[src/rtl/parity_pkg.sv]
// parity_pkg: shared parity-mode and receiver state encodings for the serial parity link
package parity_pkg;
  localparam logic EVEN = 1'b0;
  localparam logic ODD  = 1'b1;
  typedef enum logic {DATA = 1'b0, PAR = 1'b1} state_t;
endpackage

[src/rtl/parity_check_sat_counter.sv]
// sat_counter: saturating up-counter with synchronous clear taking priority over increment
module sat_counter #(
  parameter int CNT_W = 8
) (
  input  logic             clk,
  input  logic             rst,
  input  logic             inc,
  input  logic             clr,
  output logic [CNT_W-1:0] count
);
  always_ff @(posedge clk or posedge rst)
    if (rst) count <= '0;
    else count <= clr ? '0 : (inc && count != '1) ? count + CNT_W'(1) : count;
endmodule

[src/rtl/parity_check.sv]
// parity_check: deserialises LSB-first data+parity frames, flags parity errors and counts them
module parity_check
  import parity_pkg::*;
#(
  parameter int DATA_BITS  = 8,
  parameter int ODD_PARITY = 0,
  parameter int CNT_W      = 8
) (
  input  logic                 clk,
  input  logic                 rst,
  input  logic                 x,
  input  logic                 valid,
  input  logic                 sof,
  input  logic                 clr_cnt,
  output logic [DATA_BITS-1:0] data_out,
  output logic                 frame_valid,
  output logic                 parity_err,
  output logic [CNT_W-1:0]     err_count
);
  localparam int BW = $clog2(DATA_BITS);
  localparam logic MODE = (ODD_PARITY != 0) ? ODD : EVEN;
  state_t state, state_nxt;
  logic [BW-1:0] bit_cnt, bit_cnt_nxt;
  logic [DATA_BITS-1:0] shreg, shreg_nxt;
  logic acc, acc_nxt, done, err, last;
  assign last = bit_cnt == BW'(DATA_BITS - 1);
  assign err = (acc ^ x) != MODE;
  // sof outranks everything, including a pending parity bit
  always_comb begin
    state_nxt = state;
    bit_cnt_nxt = bit_cnt;
    acc_nxt = acc;
    shreg_nxt = shreg;
    done = 1'b0;
    if (valid && sof) begin
      state_nxt = DATA;
      bit_cnt_nxt = BW'(1);
      acc_nxt = x;
      shreg_nxt[0] = x;
    end else if (valid && state == PAR) begin
      done = 1'b1;
      acc_nxt = 1'b0;
      state_nxt = DATA;
    end else if (valid) begin
      shreg_nxt[bit_cnt] = x;
      acc_nxt = acc ^ x;
      bit_cnt_nxt = last ? '0 : bit_cnt + BW'(1);
      state_nxt = last ? PAR : DATA;
    end
  end
  always_ff @(posedge clk or posedge rst)
    if (rst) begin
      state <= DATA;
      bit_cnt <= '0;
      acc <= 1'b0;
      shreg <= '0;
      data_out <= '0;
      frame_valid <= 1'b0;
      parity_err <= 1'b0;
    end else begin
      state <= state_nxt;
      bit_cnt <= bit_cnt_nxt;
      acc <= acc_nxt;
      shreg <= shreg_nxt;
      frame_valid <= done;
      data_out <= done ? shreg : data_out;
      parity_err <= done ? err : parity_err;
    end
  sat_counter #(.CNT_W(CNT_W)) u_cnt (
    .clk  (clk),
    .rst  (rst),
    .inc  (done && err),
    .clr  (clr_cnt),
    .count(err_count)
  );
endmodule
[config.mk]
export PLATFORM = sky130hd
export DESIGN_NAME = parity_check
export DESIGN_NICKNAME = d
export VERILOG_FILES = /design/src/rtl/parity_pkg.sv /design/src/rtl/parity_check_sat_counter.sv /design/src/rtl/parity_check.sv
export SDC_FILE = /design/constraint.sdc
export NUM_CORES = 1
export LEC_CHECK = 0
export CELL_PAD_IN_SITES_DETAIL_PLACEMENT = 0
export CELL_PAD_IN_SITES_GLOBAL_PLACEMENT = 1
export CORE_MARGIN = 10
export CORE_UTILIZATION = 50
export CTS_BUF_LIST = sky130_fd_sc_hd__clkbuf_4 sky130_fd_sc_hd__clkbuf_8
export CTS_CLUSTER_SIZE = 16
export DETAILED_ROUTE_END_ITERATION = 8
export DONT_BUFFER_PORTS = 1
export PLACE_DENSITY_LB_ADDON = 0.12
export SYNTH_ARGS = -nofsm -noshare
export SYNTH_HDL_FRONTEND = slang
export SYNTH_SLANG_ARGS = --single-unit
[constraint.sdc]
create_clock -name clk -period 2.4 [get_ports clk]
set_input_delay 0.12 -clock clk [delete_from_list [all_inputs] [get_ports clk]]
set_output_delay 0.12 -clock clk [all_outputs]
set_load 0.01 [all_outputs]
# After elaboration in Yosys (flattened, before gate mapping)
# Index checks and enable logic that the tools add are counted.
op_classes:
  add_sub_neg: 2
  reduce_logical: 10
  multipliers: 0
  div: 0
  n_shift: 0
  bitwise: 3
  muxes: 21
  order_cmp: 2
  n_eq_ne: 3
ops:
  columns: ["operator", "n"]
  rows:
  - ["$mux W8", 2]
  - ["$mux W1", 13]
  - ["$mux W3", 4]
  - ["$add A8 B1 Y8 const B", 1]
  - ["$bwmux W8", 1]
  - ["$ne A8 B8 Y1 const B", 1]
  - ["$logic_and A1 B1 Y1", 5]
  - ["$lt A3 B4 Y1 const B", 1]
  - ["$reduce_bool A2 Y1", 2]
  - ["$add A3 B1 Y3 const B", 1]
  - ["$demux W1 S3", 1]
  - ["$eq A3 B3 Y1 const B", 1]
  - ["$ge A3 B1 Y1 const B", 1]
  - ["$reduce_and A3 Y1", 1]
  - ["$reduce_bool A3 Y1", 1]
  - ["$ne A2 B2 Y1 const B", 1]
  - ["$not A1 Y1", 2]
  - ["$reduce_and A2 Y1", 1]
  - ["$xor A1 B1 Y1", 1]
word_totals:
  mem_bits_ro: 0
  ramBits: 0
  register_bits: 31
  word_cells: 50
  latch_bits: 0
  output_inout_bits: 18
  inputBits: 6
  n_memories: 0

# Longest topological paths before layout
# Gate-level depths: netlist of the first run.
depth:
  depth_word: 8
  depth_mapped: 7
  mapped_depth_nobuf: 5

# Modules after synthesis
# A second synthesis of the first run with hierarchy kept.
hier_totals:
  hier_cells: 133
  area_unflattened_um2: 1565.3
modules_own_cells:
  columns: ["mod", "seq_area_each_um2", "area_each_um2", "cells_each", "instances"]
  rows:
  - ["parity_check", 575.6, 1072.3, 84, 1]
  - ["sat_counter", 200.2, 493.0, 49, 1]

# Worst setup path before layout of the first run
# OpenSTA, ideal clock, no wires.
synth_path:
  path_type: "flip-flop to flip-flop"
  start: "register u_cnt.count[0]"
  end: "register u_cnt.count[7]"
  setup_slack_ns: 0.814
  arrival_time_ns: 1.509
  period_less_slack_ns: 1.586
  stages_incl_launch_ff: 7
  required_ns: 2.322
  setup_time_ns: 0.078
  n_path_buf: 1
  path_cell_list: "dfrtp_1 > ha_1 > nand3_1 > o211ai_4 > buf_6 > or3_1 > a21oi_1"
synth_via:
  elab_chain_len: 3
  word_cells_on_any_way: 6
  cone_classes: "add/sub: 1; eq/ne: 1; mux: 2; reduce/logical: 2"
synth_lines:
  columns: ["element", "line_no", "source"]
  rows:
  - ["start: declaration", "parity_check_sat_counter.sv:9", "output logic [CNT_W-1:0] count"]
  - ["start signal: assignment", "parity_check_sat_counter.sv:13", "else count <= clr ? '0 : (inc && count != '1) ? count + CNT_W'(1) : count;"]
  - ["$add A8 B1 Y8 / $ne A8 B8 Y1 (equally long branches)", "parity_check_sat_counter.sv:13", null]
  - ["$mux W8 / $logic_and A1 B1 Y1 (equally long branches)", "parity_check_sat_counter.sv:13", null]
  - ["$mux W8 / $reduce_bool A2 Y1 (equally long branches)", null, null]
# Parallel ways exist; a longest one is shown, timed or not. The select of a mux whose other input is x is not followed.
# A chain may end at the register's enable or synchronous reset.

# Final worst setup path of the first run
layout_path:
  start: "register bit_cnt[1]"
  end: "register bit_cnt[2]"
layout_via:
  elab_chain_len: 5
  word_cells_on_any_way: 6
  cone_classes: "add/sub: 1; eq/ne: 1; mux: 4"
layout_lines:
  columns: ["element", "line_no", "source"]
  rows:
  - ["start: declaration", "parity_check.sv:23", "logic [BW-1:0] bit_cnt, bit_cnt_nxt;"]
  - ["start signal: assignment", "parity_check.sv:62", "bit_cnt <= bit_cnt_nxt;"]
  - ["$add A3 B1 Y3 / $eq A3 B3 Y1 (equally long branches)", "parity_check.sv:47, parity_check.sv:26", null]
  - ["$mux W3 *", "parity_check.sv:47", "bit_cnt_nxt = last ? '0 : bit_cnt + BW'(1);"]
  - ["$mux W3 *", "parity_check.sv:44", "end else if (valid) begin"]
  - ["$mux W3 *", "parity_check.sv:40", "end else if (valid && state == PAR) begin"]
  - ["$mux W3 *", "parity_check.sv:35", "if (valid && sof) begin"]
# Mark *: on every way between the ends. The rest lies on a longest branch, timed or not. The select of a mux whose other input is x is not followed.

==> run_summary.xml, run 1 <==
<?xml version="1.0" encoding="UTF-8"?>
<metrics>
  <group name="status">
    <metric name="status" unit="">finished clean</metric>
  </group>
  <group name="setup_path">
    <metric name="startpoint_type" unit="">flip-flop</metric>
    <metric name="criticalPathCategory" unit="">flip-flop to flip-flop</metric>
    <metric name="timing.critical_path.slowest_cell_delay" unit="ns">0.55</metric>
    <metric name="worst-endpoint-required" unit="ns">2.68</metric>
    <metric name="worstPathMaxFanout" unit="">8</metric>
    <metric name="timing.critical_path.slowest_stage_cell" unit="">dlygate4sd3_1</metric>
    <metric name="ordered_list_of_cells_on_the_worst_path" unit="">ha_1 -&gt; ha_1 -&gt; inv_1 -&gt; o22a_1 -&gt; o22ai_1 -&gt; dlygate4sd3_1</metric>
    <metric name="worst_path_most_repeated_cell" unit="">ha_1</metric>
    <metric name="cp_data_arrival_time" unit="ns">2.14</metric>
    <metric name="critical_path.endpoint_type" unit="">flip-flop</metric>
  </group>
  <group name="cells_and_area">
    <metric name="fillers" unit="">253</metric>
    <metric name="area.growth.synth_to_final" unit="%">8.56</metric>
    <metric name="layout.nets" unit="">164</metric>
    <metric name="area_used_by_multi_input_combinational_logic" unit="um2">631</metric>
    <metric name="seqCellArea" unit="um2">776</metric>
    <metric name="drive_above_1_share" unit="%">12.9</metric>
    <metric name="finish.cell_count_without_fillers" unit="">186</metric>
    <metric name="antenna-diode-count" unit="">0</metric>
    <metric name="final_core_util" unit="%">57.6</metric>
  </group>
  <group name="power">
    <metric name="overall_power_of_the_completed_layout" unit="W">0.00109</metric>
    <metric name="power_density_cells" unit="nW/um2">683</metric>
    <metric name="static-leakage-power" unit="nW">0.768</metric>
    <metric name="ir_drop" unit="mV">0.540</metric>
  </group>
  <group name="detailed_routing">
    <metric name="number_of_vias_in_the_routed_layout" unit="">1048</metric>
    <metric name="ant_nets" unit="">0</metric>
    <metric name="firstDrtPassIters" unit="">4</metric>
    <metric name="route.final.wire_length" unit="mm">2.93</metric>
    <metric name="drt-initial-drc-count" unit="">41</metric>
    <metric name="detail_route.vias_per_cell" unit="">5.63</metric>
    <metric name="drc_violations" unit="">0</metric>
    <metric name="routed_wl_per_cell" unit="um">15.7</metric>
  </group>
  <group name="sta">
    <metric name="rsz0062_at_grt" unit="">no</metric>
    <metric name="hold-worst-slack" unit="ns">0.0293</metric>
    <metric name="finalWorstPathRequiredPeriod" unit="ns">1.87</metric>
    <metric name="timing.max_slew.rel_slack" unit="%">59.0</metric>
    <metric name="worst_slew_pin_slew" unit="ns">0.614</metric>
    <metric name="final-max-slew-violation-count" unit="">0</metric>
    <metric name="fmaxAchievable" unit="MHz">536</metric>
    <metric name="worst_setup_skew_after_layout" unit="ns">0.00975</metric>
    <metric name="hold_viol_final" unit="">0</metric>
    <metric name="setup_total_negative_slack" unit="ns">0</metric>
    <metric name="final_report_setup_violation_count" unit="">0</metric>
    <metric name="min_period_over_period" unit="%">77.7</metric>
  </group>
  <group name="logic_synthesis">
    <metric name="top_ff_cell_synth" unit="">dfrtp_1</metric>
    <metric name="synth.largest_area_cell" unit="">dfrtp_1</metric>
    <metric name="synth-edff-count" unit="">0</metric>
    <metric name="netlist_cell_types" unit="">38</metric>
    <metric name="synth_area" unit="um2">1480</metric>
    <metric name="syn-num-nets" unit="">156</metric>
    <metric name="share_of_synthesized_flip_flops_with_an_asynchronous_set_or_reset" unit="%">100</metric>
    <metric name="avgSynthCellArea" unit="um2">10.0</metric>
    <metric name="synth.yosys.warnings" unit="">0</metric>
    <metric name="post-synth-top-area-fraction" unit="%">52.5</metric>
    <metric name="synth_cells" unit="">147</metric>
    <metric name="synth_top_cells_by_area" unit="">dfrtp_1 53%, nand2_1 9.7%, mux2_2 5.3%</metric>
    <metric name="postSynthRegisterBits" unit="">31</metric>
    <metric name="synth.yosys.seq_area_share" unit="%">52.5</metric>
  </group>
  <group name="run">
    <metric name="drv.max_cap_violation_count" unit="">0</metric>
  </group>
  <group name="die">
    <metric name="core.rowCount" unit="">19</metric>
    <metric name="io_pins" unit="">24</metric>
    <metric name="fp.dieArea" unit="um2">5530</metric>
    <metric name="chipWidth" unit="um">74.3</metric>
    <metric name="die-height" unit="um">74.3</metric>
    <metric name="core-area" unit="um2">2780</metric>
    <metric name="initial_utilization" unit="%">53.1</metric>
  </group>
  <group name="clocking">
    <metric name="clock_latency" unit="ns">0.33</metric>
    <metric name="post_cts.resized_instances" unit="">0</metric>
    <metric name="cts_max_level" unit="">2</metric>
    <metric name="tritoncts.num_buffers" unit="">5</metric>
    <metric name="clk_pin_slew_worst_paths" unit="ns">0.09</metric>
    <metric name="clock_sinks" unit="">31</metric>
    <metric name="cts_root_buffer" unit="">clkbuf_4</metric>
    <metric name="clockBufferDepth" unit="">2</metric>
    <metric name="tritoncts" unit="">built</metric>
  </group>
  <group name="grt">
    <metric name="via_count_of_the_first_global_routing_pass" unit="">1001</metric>
    <metric name="antenna_found_initial" unit="">0</metric>
    <metric name="global_route_wire_length_before_repair" unit="mm">4.97</metric>
    <metric name="grt_max_degree" unit="">18</metric>
    <metric name="globalRouteTotalUtil" unit="%">11.6</metric>
    <metric name="grt_overflow_total" unit="">0</metric>
  </group>
  <group name="placed_design">
    <metric name="dp_hpwl" unit="mm">2.10</metric>
    <metric name="dpl.cell_count" unit="">172</metric>
    <metric name="port_buffers" unit="">0</metric>
    <metric name="gp_congestion" unit="">0.807</metric>
  </group>
  <group name="worst_hold_path">
    <metric name="hold_path_class" unit="">input port to flip-flop</metric>
  </group>
</metrics>
## per-layer routing
metal  wire length [um]  vias up  share of wire, %  GRT usage (%)
li1                   -      513                 -              -
met1               1250      501                43           14.0
met2               1390       29                47           18.0
met3                243        5               8.3           4.52
met4                 45        0               1.5           5.49
met5                  0        -                 0              0
## critical path, delay by kind of cell (launching register included)
kind | cells | cell delay (ns)
flip-flops | 1 | 0.47
buffers and inverters | 2 | 0.59
AO/OA/AOI/OAI | 2 | 0.26
adder cells (fa/ha/maj) | 2 | 0.49
## path summary, 6_finish.rpt
kind / startpoint / endpoint / slack (ns) / cells after the start
max reg2reg: bit_cnt[1] / bit_cnt[2] / 0.53 / 6
max: bit_cnt[1] / bit_cnt[2] / 0.53 / 6
min reg2reg: shreg[0] / data_out[0] / 0.47 / 2
min in group asynchronous: rst / shreg[6] / 0.29 / 2
max in group asynchronous: rst / u_cnt.count[5] / 1.46 / 3
min: valid / bit_cnt[0] / 0.03 / 3
## cell type report
class                           instances  share of cell area (%)
Sequential cell                        31                    48.4
Multi-Input combinational cell        103                    39.3
Timing Repair Buffer                    8                    4.84
Clock buffer                            6                    3.20
Tap cell                               31                    2.42
Inverter                                6                    1.48
Clock inverter                          1                   0.312
## Yosys cell counts (all sizes together), types with 2 or more instances
| library cell | instances |
|---|---|
| nor2 | 4 |
| dfrtp | 31 |
| o21ai | 9 |
| a21oi | 6 |
| buf | 5 |
| inv | 5 |
| o31ai | 2 |
| nor3 | 2 |
| nor4 | 2 |
| or3 | 5 |
| clkbuf | 2 |
| ha | 3 |
| nand3 | 6 |
| xor2 | 2 |
| nand2 | 38 |
| mux2 | 8 |
## where the power goes
part	switching, W	internal (W)	total (W)	leakage [nW]
registers	0.0000594	0.000593	0.000653	0.416
clock network	0.000165	0.000135	0.000301	0.0341
logic	0.0000608	0.0000803	0.000141	0.318
## state kept, by name (all words and copies together), names as in the netlist
| name | count |
|---|---|
| acc | 1 |
| bit_cnt | 3 |
| data_out | 8 |
| frame_valid | 1 |
| parity_err | 1 |
| shreg | 8 |
| state | 1 |
| u_cnt.count | 8 |
## cell families after synthesis
kind of cell | count (synthesis) | share of synthesized area (%)
xor+xnor | 2 | 1.70
simple gates | 66 | 21.4
buf+inv | 13 | 4.75
flops | 31 | 52.5
mux | 9 | 6.78
compound gates | 23 | 10.3
fa+ha+maj | 3 | 2.54
## cell usage in the layout (no fill, tap or decap), types with 2 or more instances in the layout
| cell | count |
|---|---|
| a21oi_1 | 6 |
| clkbuf_4 | 5 |
| clkinv_2 | 2 |
| dfrtp_1 | 31 |
| dlygate4sd3_1 | 7 |
| ha_1 | 3 |
| inv_1 | 5 |
| mux2_2 | 7 |
| nand2_1 | 38 |
| nand3_1 | 6 |
| nor2_1 | 4 |
| nor3_1 | 2 |
| nor4_1 | 2 |
| o21ai_0 | 9 |
| o31ai_1 | 2 |
| or3_1 | 5 |
## metrics by stage
stage                     cell area [um2]  worst slack, ns
final                                1600            0.535
after global routing                 1600            0.391
after CTS                            1600            0.529
after detailed placement             1480            0.668
after global placement               1480            0.726
after floorplan                      1480            0.814
## timing repair
item / 4_1_cts / 5_1_grt
buffers inserted: 0 / 0
hold endpoints to repair: 37 / 0
hold buffers: 7 / 0
No activity file was read; power rests on OpenSTA's default activity.
==> inputs of run 2 (changes only) <==
- CORE_UTILIZATION: 50 -> 45
- clock period: 2.4 -> 1.54 ns (I/O delays scaled with it)
==> run 2 against run 1 <==
Net effect:
- total power increased by 75%
- die area increased by 8.1%
- first-iteration DRC count decreased by 39%
- sequential share of layout area decreased by 5.2 points
- via count increased by 5.8%
- routed wire length increased by 2.5%
- critical path depth unchanged
- setup slack got worse by 0.47 ns
- largest cell class unchanged
==> run_summary.xml, run 2 (same netlist as run 1, synthesis figures left out) <==
<?xml version="1.0" encoding="UTF-8"?>
<metrics>
  <group name="clocking">
    <metric name="cts_max_level" unit="">2</metric>
    <metric name="clock_sinks" unit="">31</metric>
    <metric name="clk_pin_slew_worst_paths" unit="ns">0.10</metric>
    <metric name="cts_root_buffer" unit="">clkbuf_4</metric>
    <metric name="clockBufferDepth" unit="">2</metric>
    <metric name="tritoncts.num_buffers" unit="">5</metric>
    <metric name="tritoncts" unit="">built</metric>
    <metric name="clock_latency" unit="ns">0.33</metric>
  </group>
  <group name="detailed_routing">
    <metric name="detail_route.vias_per_cell" unit="">5.16</metric>
    <metric name="number_of_vias_in_the_routed_layout" unit="">1109</metric>
    <metric name="firstDrtPassIters" unit="">4</metric>
    <metric name="route.final.wire_length" unit="mm">3.00</metric>
    <metric name="drt-initial-drc-count" unit="">25</metric>
    <metric name="routed_wl_per_cell" unit="um">14.0</metric>
    <metric name="drc_violations" unit="">0</metric>
    <metric name="ant_nets" unit="">0</metric>
  </group>
  <group name="die">
    <metric name="core.rowCount" unit="">20</metric>
    <metric name="initial_utilization" unit="%">47.6</metric>
    <metric name="io_pins" unit="">24</metric>
    <metric name="core-area" unit="um2">3100</metric>
    <metric name="die-height" unit="um">77.3</metric>
    <metric name="chipWidth" unit="um">77.3</metric>
    <metric name="fp.dieArea" unit="um2">5970</metric>
  </group>
  <group name="grt">
    <metric name="globalRouteTotalUtil" unit="%">10.4</metric>
    <metric name="antenna_found_initial" unit="">0</metric>
    <metric name="global_route_wire_length_before_repair" unit="mm">5.14</metric>
    <metric name="grt_overflow_total" unit="">0</metric>
    <metric name="grt_max_degree" unit="">21</metric>
    <metric name="via_count_of_the_first_global_routing_pass" unit="">1066</metric>
  </group>
  <group name="placed_design">
    <metric name="dpl.cell_count" unit="">197</metric>
    <metric name="dp_hpwl" unit="mm">2.16</metric>
    <metric name="preCtsSetupSlack" unit="ns">0.0275</metric>
    <metric name="gp_congestion" unit="">0.795</metric>
    <metric name="port_buffers" unit="">0</metric>
  </group>
  <group name="cells_and_area">
    <metric name="antenna-diode-count" unit="">0</metric>
    <metric name="finish.cell_count_without_fillers" unit="">215</metric>
    <metric name="fillers" unit="">295</metric>
    <metric name="layout.nets" unit="">179</metric>
    <metric name="final_common_cell" unit="">nand2_1</metric>
    <metric name="drive_above_1_share" unit="%">26.3</metric>
    <metric name="layout_common_cells" unit="">38 x nand2_1, 29 x dfrtp_1, 15 x buf_4</metric>
    <metric name="area.growth.synth_to_final" unit="%">22.1</metric>
    <metric name="layout_top_registers" unit="">data_out x8, shreg x8, u_cnt.count x8</metric>
  </group>
  <group name="power">
    <metric name="ir_drop" unit="mV">0.647</metric>
    <metric name="power_density_cells" unit="nW/um2">1060</metric>
    <metric name="static-leakage-power" unit="nW">0.861</metric>
  </group>
  <group name="setup_path">
    <metric name="rr_startpoint" unit="">state</metric>
    <metric name="timing.critical_path.slowest_stage_cell" unit="">dfrtp_1</metric>
    <metric name="critPathTopFamily" unit="">simple AND/OR/NAND/NOR gates</metric>
    <metric name="worst_reg_to_reg_cells" unit="">6</metric>
    <metric name="startpoint_type" unit="">flip-flop</metric>
    <metric name="cp_data_arrival_time" unit="ns">1.75</metric>
    <metric name="ordered_list_of_cells_on_the_worst_path" unit="">buf_4 -&gt; nand3b_4 -&gt; clkinv_2 -&gt; o211ai_4 -&gt; or4_4 -&gt; a21oi_2</metric>
    <metric name="critical_path.endpoint_type" unit="">flip-flop</metric>
    <metric name="worst-endpoint-required" unit="ns">1.81</metric>
    <metric name="worstReg2RegEnd" unit="">u_cnt.count[6]</metric>
    <metric name="reg2reg_setup_slack" unit="ns">0.06</metric>
    <metric name="worstPathMaxFanout" unit="">7</metric>
    <metric name="timing.critical_path.slowest_cell_delay" unit="ns">0.43</metric>
    <metric name="path_buf_inv" unit="">2</metric>
    <metric name="criticalPathCategory" unit="">flip-flop to flip-flop</metric>
  </group>
  <group name="worst_hold_path">
    <metric name="hold_path_class" unit="">input port to flip-flop</metric>
    <metric name="hold_path_stages" unit="">3</metric>
    <metric name="worst_hold_path_startpoint" unit="">sof</metric>
    <metric name="timing.hold.worst_endpoint" unit="">shreg[4]</metric>
  </group>
  <group name="sta">
    <metric name="fin_ws" unit="ns">0.0640</metric>
    <metric name="hold_viol_final" unit="">0</metric>
    <metric name="setup_total_negative_slack" unit="ns">0</metric>
    <metric name="rsz0062_at_grt" unit="">yes</metric>
    <metric name="worst_setup_skew_after_layout" unit="ns">0.00611</metric>
    <metric name="fmaxAchievable" unit="MHz">677</metric>
    <metric name="worst_slew_pin_slew" unit="ns">0.488</metric>
    <metric name="timing.max_slew.rel_slack" unit="%">67.4</metric>
    <metric name="final-max-slew-violation-count" unit="">0</metric>
    <metric name="min_period_over_period" unit="%">95.8</metric>
    <metric name="finalWorstPathRequiredPeriod" unit="ns">1.48</metric>
    <metric name="final_report_setup_violation_count" unit="">0</metric>
  </group>
  <group name="run">
    <metric name="drv.max_cap_violation_count" unit="">0</metric>
  </group>
  <group name="status">
    <metric name="status" unit="">finished clean</metric>
  </group>
</metrics>
run 2: area by class of cell:
cell class                      count  area (um2)  area share, %
Sequential cell                    31         778           43.2
Clock buffer                        6        51.3           2.85
Timing Repair Buffer               22         193           10.7
Inverter                            6        23.8           1.32
Multi-Input combinational cell    104         667           37.0
Tap cell                           44        55.1           3.05
Clock inverter                      2        35.0           1.94
run 2: report_power, final:
group / switching, W / leakage (nW) / total, W / internal, W
registers: 0.0000912 / 0.413 / 0.00102 / 0.000924
logic: 0.0000993 / 0.400 / 0.000227 / 0.000127
clock network: 0.000285 / 0.0482 / 0.000669 / 0.000383
run 2: stage by stage:
stage / hold slack (ns) / power (W) / instance area [um2] / utilization, %
final: 0.0103 / 0.00191 / 1800 / 58.1
after floorplan: 0.180 / 0.00119 / 1480 / -
after CTS: 0.00936 / 0.00193 / 1750 / 56.5
after detailed placement: 0.0145 / 0.00123 / 1600 / 51.5
after global routing: 0.00942 / 0.00202 / 1800 / 58.1
after global placement: 0.0208 / 0.00122 / 1600 / 51.5
run 2: metal layers:
| layer | vias up | routed length [um] | track usage, % | part of all wire, % |
|---|---|---|---|---|
| met5 | - | 0 | 0 | 0 |
| met4 | 0 | 51 | 3.83 | 1.7 |
| met3 | 5 | 327 | 6.06 | 11 |
| met2 | 32 | 1190 | 14.4 | 40 |
| met1 | 525 | 1430 | 13.0 | 48 |
| li1 | 547 | - | - | - |
run 2: how the worst max path moves through the flow:
stage / startpoint / endpoint / cells after the start
after global routing: state / shreg[7] / 4
after global placement: u_cnt.count[0] / u_cnt.count[6] / 5
after detailed placement: state / u_cnt.count[6] / 6
final: state / u_cnt.count[6] / 6
after floorplan: u_cnt.count[0] / u_cnt.count[7] / 6
after CTS: u_cnt.count[0] / u_cnt.count[6] / 5
run 2: worst register-to-register path, stage by stage (launching register included):
cell and delay (ns):
dfrtp_1 0.43, buf_4 0.15, nand3b_4 0.08, clkinv_2 0.09
o211ai_4 0.10, or4_4 0.43, a21oi_2 0.14
run 2: repair_timing:
action / CTS / global route
hold buffers: 6 / 0
cloned: 0 / 1
pin swaps: 0 / 2
setup endpoints to repair: 1 / 8
buffers inserted: 1 / 2
gates resized for setup: 0 / 6
endpoints found under the hold margin: 38 / 0
==> inputs of run 3 (changes only) <==
--- a/config.mk
+++ b/config.mk
@@ -6,4 +6,5 @@
 export NUM_CORES = 1
 export LEC_CHECK = 0
+export ABC_CLOCK_PERIOD_IN_PS = 1540
 export CELL_PAD_IN_SITES_DETAIL_PLACEMENT = 0
 export CELL_PAD_IN_SITES_GLOBAL_PLACEMENT = 1
@@ -14,4 +15,5 @@
 export DETAILED_ROUTE_END_ITERATION = 8
 export DONT_BUFFER_PORTS = 1
+export GPL_ROUTABILITY_DRIVEN = 0
 export PLACE_DENSITY_LB_ADDON = 0.12
 export SYNTH_ARGS = -nofsm -noshare
==> constraint.sdc (replaced) <==
create_clock -name clk -period 1.54 [get_ports clk]
set_input_delay 0.154 -clock clk [delete_from_list [all_inputs] [get_ports clk]]
set_output_delay 0.154 -clock clk [all_outputs]
set_load 0.01 [all_outputs]
==> run 3 against run 2 <==
Net effect:
- register-to-register slack barely moved
- core utilization shrank 0.081 points
- critical path depth unchanged
- critical endpoint unchanged
- sequential share of layout area is 0.060 points higher
- global-route usage hardly changed
==> run_summary.xml, run 3 (same netlist as run 1, synthesis figures left out) <==
<?xml version="1.0" encoding="UTF-8"?>
<metrics>
  <group name="status">
    <metric name="status" unit="">finished clean</metric>
  </group>
  <group name="cells_and_area">
    <metric name="antenna-diode-count" unit="">0</metric>
    <metric name="final_common_cell" unit="">nand2_1</metric>
    <metric name="layout.nets" unit="">178</metric>
    <metric name="drive_above_1_share" unit="%">25.9</metric>
    <metric name="area_used_by_multi_input_combinational_logic" unit="um2">674</metric>
    <metric name="seqCellArea" unit="um2">778</metric>
    <metric name="final_core_util" unit="%">58.0</metric>
    <metric name="layout_common_cells" unit="">38 x nand2_1, 29 x dfrtp_1, 15 x buf_4</metric>
    <metric name="fillers" unit="">296</metric>
    <metric name="layout_top_registers" unit="">data_out x8, shreg x8, u_cnt.count x8</metric>
    <metric name="area.growth.synth_to_final" unit="%">21.9</metric>
    <metric name="design_area_final" unit="um2">1800</metric>
  </group>
  <group name="grt">
    <metric name="antenna_found_initial" unit="">0</metric>
    <metric name="grt_overflow_total" unit="">0</metric>
    <metric name="globalRouteTotalUtil" unit="%">10.4</metric>
    <metric name="global_route_wire_length_before_repair" unit="mm">5.13</metric>
    <metric name="grt_max_degree" unit="">21</metric>
    <metric name="via_count_of_the_first_global_routing_pass" unit="">1063</metric>
  </group>
  <group name="worst_hold_path">
    <metric name="worst_hold_path_startpoint" unit="">valid</metric>
    <metric name="hold_path_class" unit="">input port to flip-flop</metric>
    <metric name="hold_path_stages" unit="">2</metric>
  </group>
  <group name="power">
    <metric name="power_density_cells" unit="nW/um2">1060</metric>
    <metric name="static-leakage-power" unit="nW">0.857</metric>
    <metric name="ir_drop" unit="mV">0.647</metric>
  </group>
  <group name="clocking">
    <metric name="cts_max_level" unit="">2</metric>
    <metric name="tritoncts.num_buffers" unit="">5</metric>
    <metric name="clockBufferDepth" unit="">2</metric>
    <metric name="clock_latency" unit="ns">0.33</metric>
    <metric name="cts_root_buffer" unit="">clkbuf_4</metric>
    <metric name="clock_sinks" unit="">31</metric>
    <metric name="clk_pin_slew_worst_paths" unit="ns">0.10</metric>
    <metric name="tritoncts" unit="">built</metric>
  </group>
  <group name="placed_design">
    <metric name="preCtsSetupSlack" unit="ns">0.0275</metric>
    <metric name="port_buffers" unit="">0</metric>
    <metric name="dp_hpwl" unit="mm">2.16</metric>
    <metric name="post_dp_cell_area" unit="um2">1600</metric>
  </group>
  <group name="sta">
    <metric name="worst_slew_pin_slew" unit="ns">0.487</metric>
    <metric name="hold_viol_final" unit="">0</metric>
    <metric name="fmaxAchievable" unit="MHz">676</metric>
    <metric name="min_period_over_period" unit="%">96.0</metric>
    <metric name="worst_setup_skew_after_layout" unit="ns">0.00380</metric>
    <metric name="rsz0062_at_grt" unit="">yes</metric>
    <metric name="finalWorstPathRequiredPeriod" unit="ns">1.48</metric>
    <metric name="hold-worst-slack" unit="ns">0.0191</metric>
    <metric name="timing.max_slew.rel_slack" unit="%">67.5</metric>
    <metric name="fin_ws" unit="ns">0.0613</metric>
    <metric name="final_report_setup_violation_count" unit="">0</metric>
    <metric name="final-max-slew-violation-count" unit="">0</metric>
  </group>
  <group name="setup_path">
    <metric name="path_buf_inv" unit="">2</metric>
    <metric name="critical_path_source" unit="">state</metric>
    <metric name="critical_path.endpoint_type" unit="">flip-flop</metric>
    <metric name="worst_reg_to_reg_cells" unit="">6</metric>
    <metric name="timing.critical_path.slowest_cell_delay" unit="ns">0.43</metric>
    <metric name="cp_data_arrival_time" unit="ns">1.75</metric>
    <metric name="ordered_list_of_cells_on_the_worst_path" unit="">buf_4 -&gt; nand3b_4 -&gt; clkinv_2 -&gt; o211ai_4 -&gt; or4_1 -&gt; a21oi_2</metric>
    <metric name="worst-endpoint-required" unit="ns">1.81</metric>
    <metric name="timing.critical_path.slowest_stage_cell" unit="">dfrtp_1</metric>
    <metric name="critPathTopFamily" unit="">simple AND/OR/NAND/NOR gates</metric>
    <metric name="criticalPathCategory" unit="">flip-flop to flip-flop</metric>
    <metric name="rr_startpoint" unit="">state</metric>
    <metric name="startpoint_type" unit="">flip-flop</metric>
    <metric name="critical_path_depth" unit="">6</metric>
    <metric name="worstPathMaxFanout" unit="">7</metric>
  </group>
  <group name="die">
    <metric name="io_pins" unit="">24</metric>
    <metric name="die-height" unit="um">77.3</metric>
    <metric name="fp.dieArea" unit="um2">5970</metric>
    <metric name="core.rowCount" unit="">20</metric>
    <metric name="initial_utilization" unit="%">47.6</metric>
    <metric name="chipWidth" unit="um">77.3</metric>
    <metric name="core-area" unit="um2">3100</metric>
  </group>
  <group name="run">
    <metric name="drv.max_cap_violation_count" unit="">0</metric>
  </group>
  <group name="detailed_routing">
    <metric name="detail_route.vias_per_cell" unit="">5.21</metric>
    <metric name="drc_violations" unit="">0</metric>
    <metric name="route.final.wire_length" unit="mm">3.04</metric>
    <metric name="number_of_vias_in_the_routed_layout" unit="">1116</metric>
    <metric name="ant_nets" unit="">0</metric>
    <metric name="firstDrtPassIters" unit="">4</metric>
    <metric name="drt-initial-drc-count" unit="">39</metric>
    <metric name="routed_wl_per_cell" unit="um">14.2</metric>
  </group>
</metrics>
-- run 3: cell count changes in the layout (fill, tap and decap cells not counted) --
cell | previous run | this run
xor2_2 | 1 | 0
or4_4 | 1 | 0
xor2_4 | 0 | 1
dlygate4sd3_1 | 6 | 5
or4_1 | 0 | 1
-- run 3: final timing paths --
path / slack [ns] / to
max: 0.06 / u_cnt.count[6]
min reg2reg: 0.48 / data_out[6]
min: 0.02 / acc
max reg2reg: 0.06 / u_cnt.count[6]
max in group asynchronous: 0.80 / shreg[5]
min in group asynchronous: 0.28 / u_cnt.count[6]
-- run 3: power breakdown --
group	switching [W]	internal [W]	leakage, nW
registers	0.0000934	0.000924	0.413
logic	0.0000973	0.000124	0.396
clock network	0.000287	0.000383	0.0482
total	0.000477	0.00143	0.857
-- run 3: stage by stage --
stage / TNS [ns] / std cells / total power, W
6_report: 0 / 214 / 0.00191
3_3_place_gp: 0 / 197 / 0.00122
5_1_grt: -0.127 / 214 / 0.00202
2_1_floorplan: 0 / 147 / 0.00119
4_1_cts: 0 / 211 / 0.00192
3_5_place_dp: 0 / 197 / 0.00123
-- run 3: area by class of cell --
cell class | instances | share of cell area, %
clock buffers | 6 | 2.85
flip-flops and latches | 31 | 43.2
multi-input cells | 104 | 37.5
repair buffers | 21 | 10.1
inverters | 6 | 1.32
well taps | 44 | 3.06
clock inverters | 2 | 1.95
-- run 3: layer usage --
| metal | part of all wire, % | vias to the layer above | wire length [um] | global-route usage, % |
|---|---|---|---|---|
| met5 | 0 | - | 0 | 0 |
| met4 | 1.7 | 0 | 51 | 3.83 |
| met3 | 11 | 5 | 321 | 6.06 |
| met2 | 40 | 33 | 1210 | 14.5 |
| met1 | 48 | 532 | 1450 | 12.9 |
| li1 | - | 546 | - | - |
-- run 3: what timing repair did --
item | in CTS | in global routing
setup buffers | 1 | 2
setup endpoints to repair | 1 | 8
hold buffers | 5 | 0
pin swaps | 0 | 2
gates cloned | 0 | 1
resized for setup | 0 | 6
endpoints found under the hold margin | 31 | 0
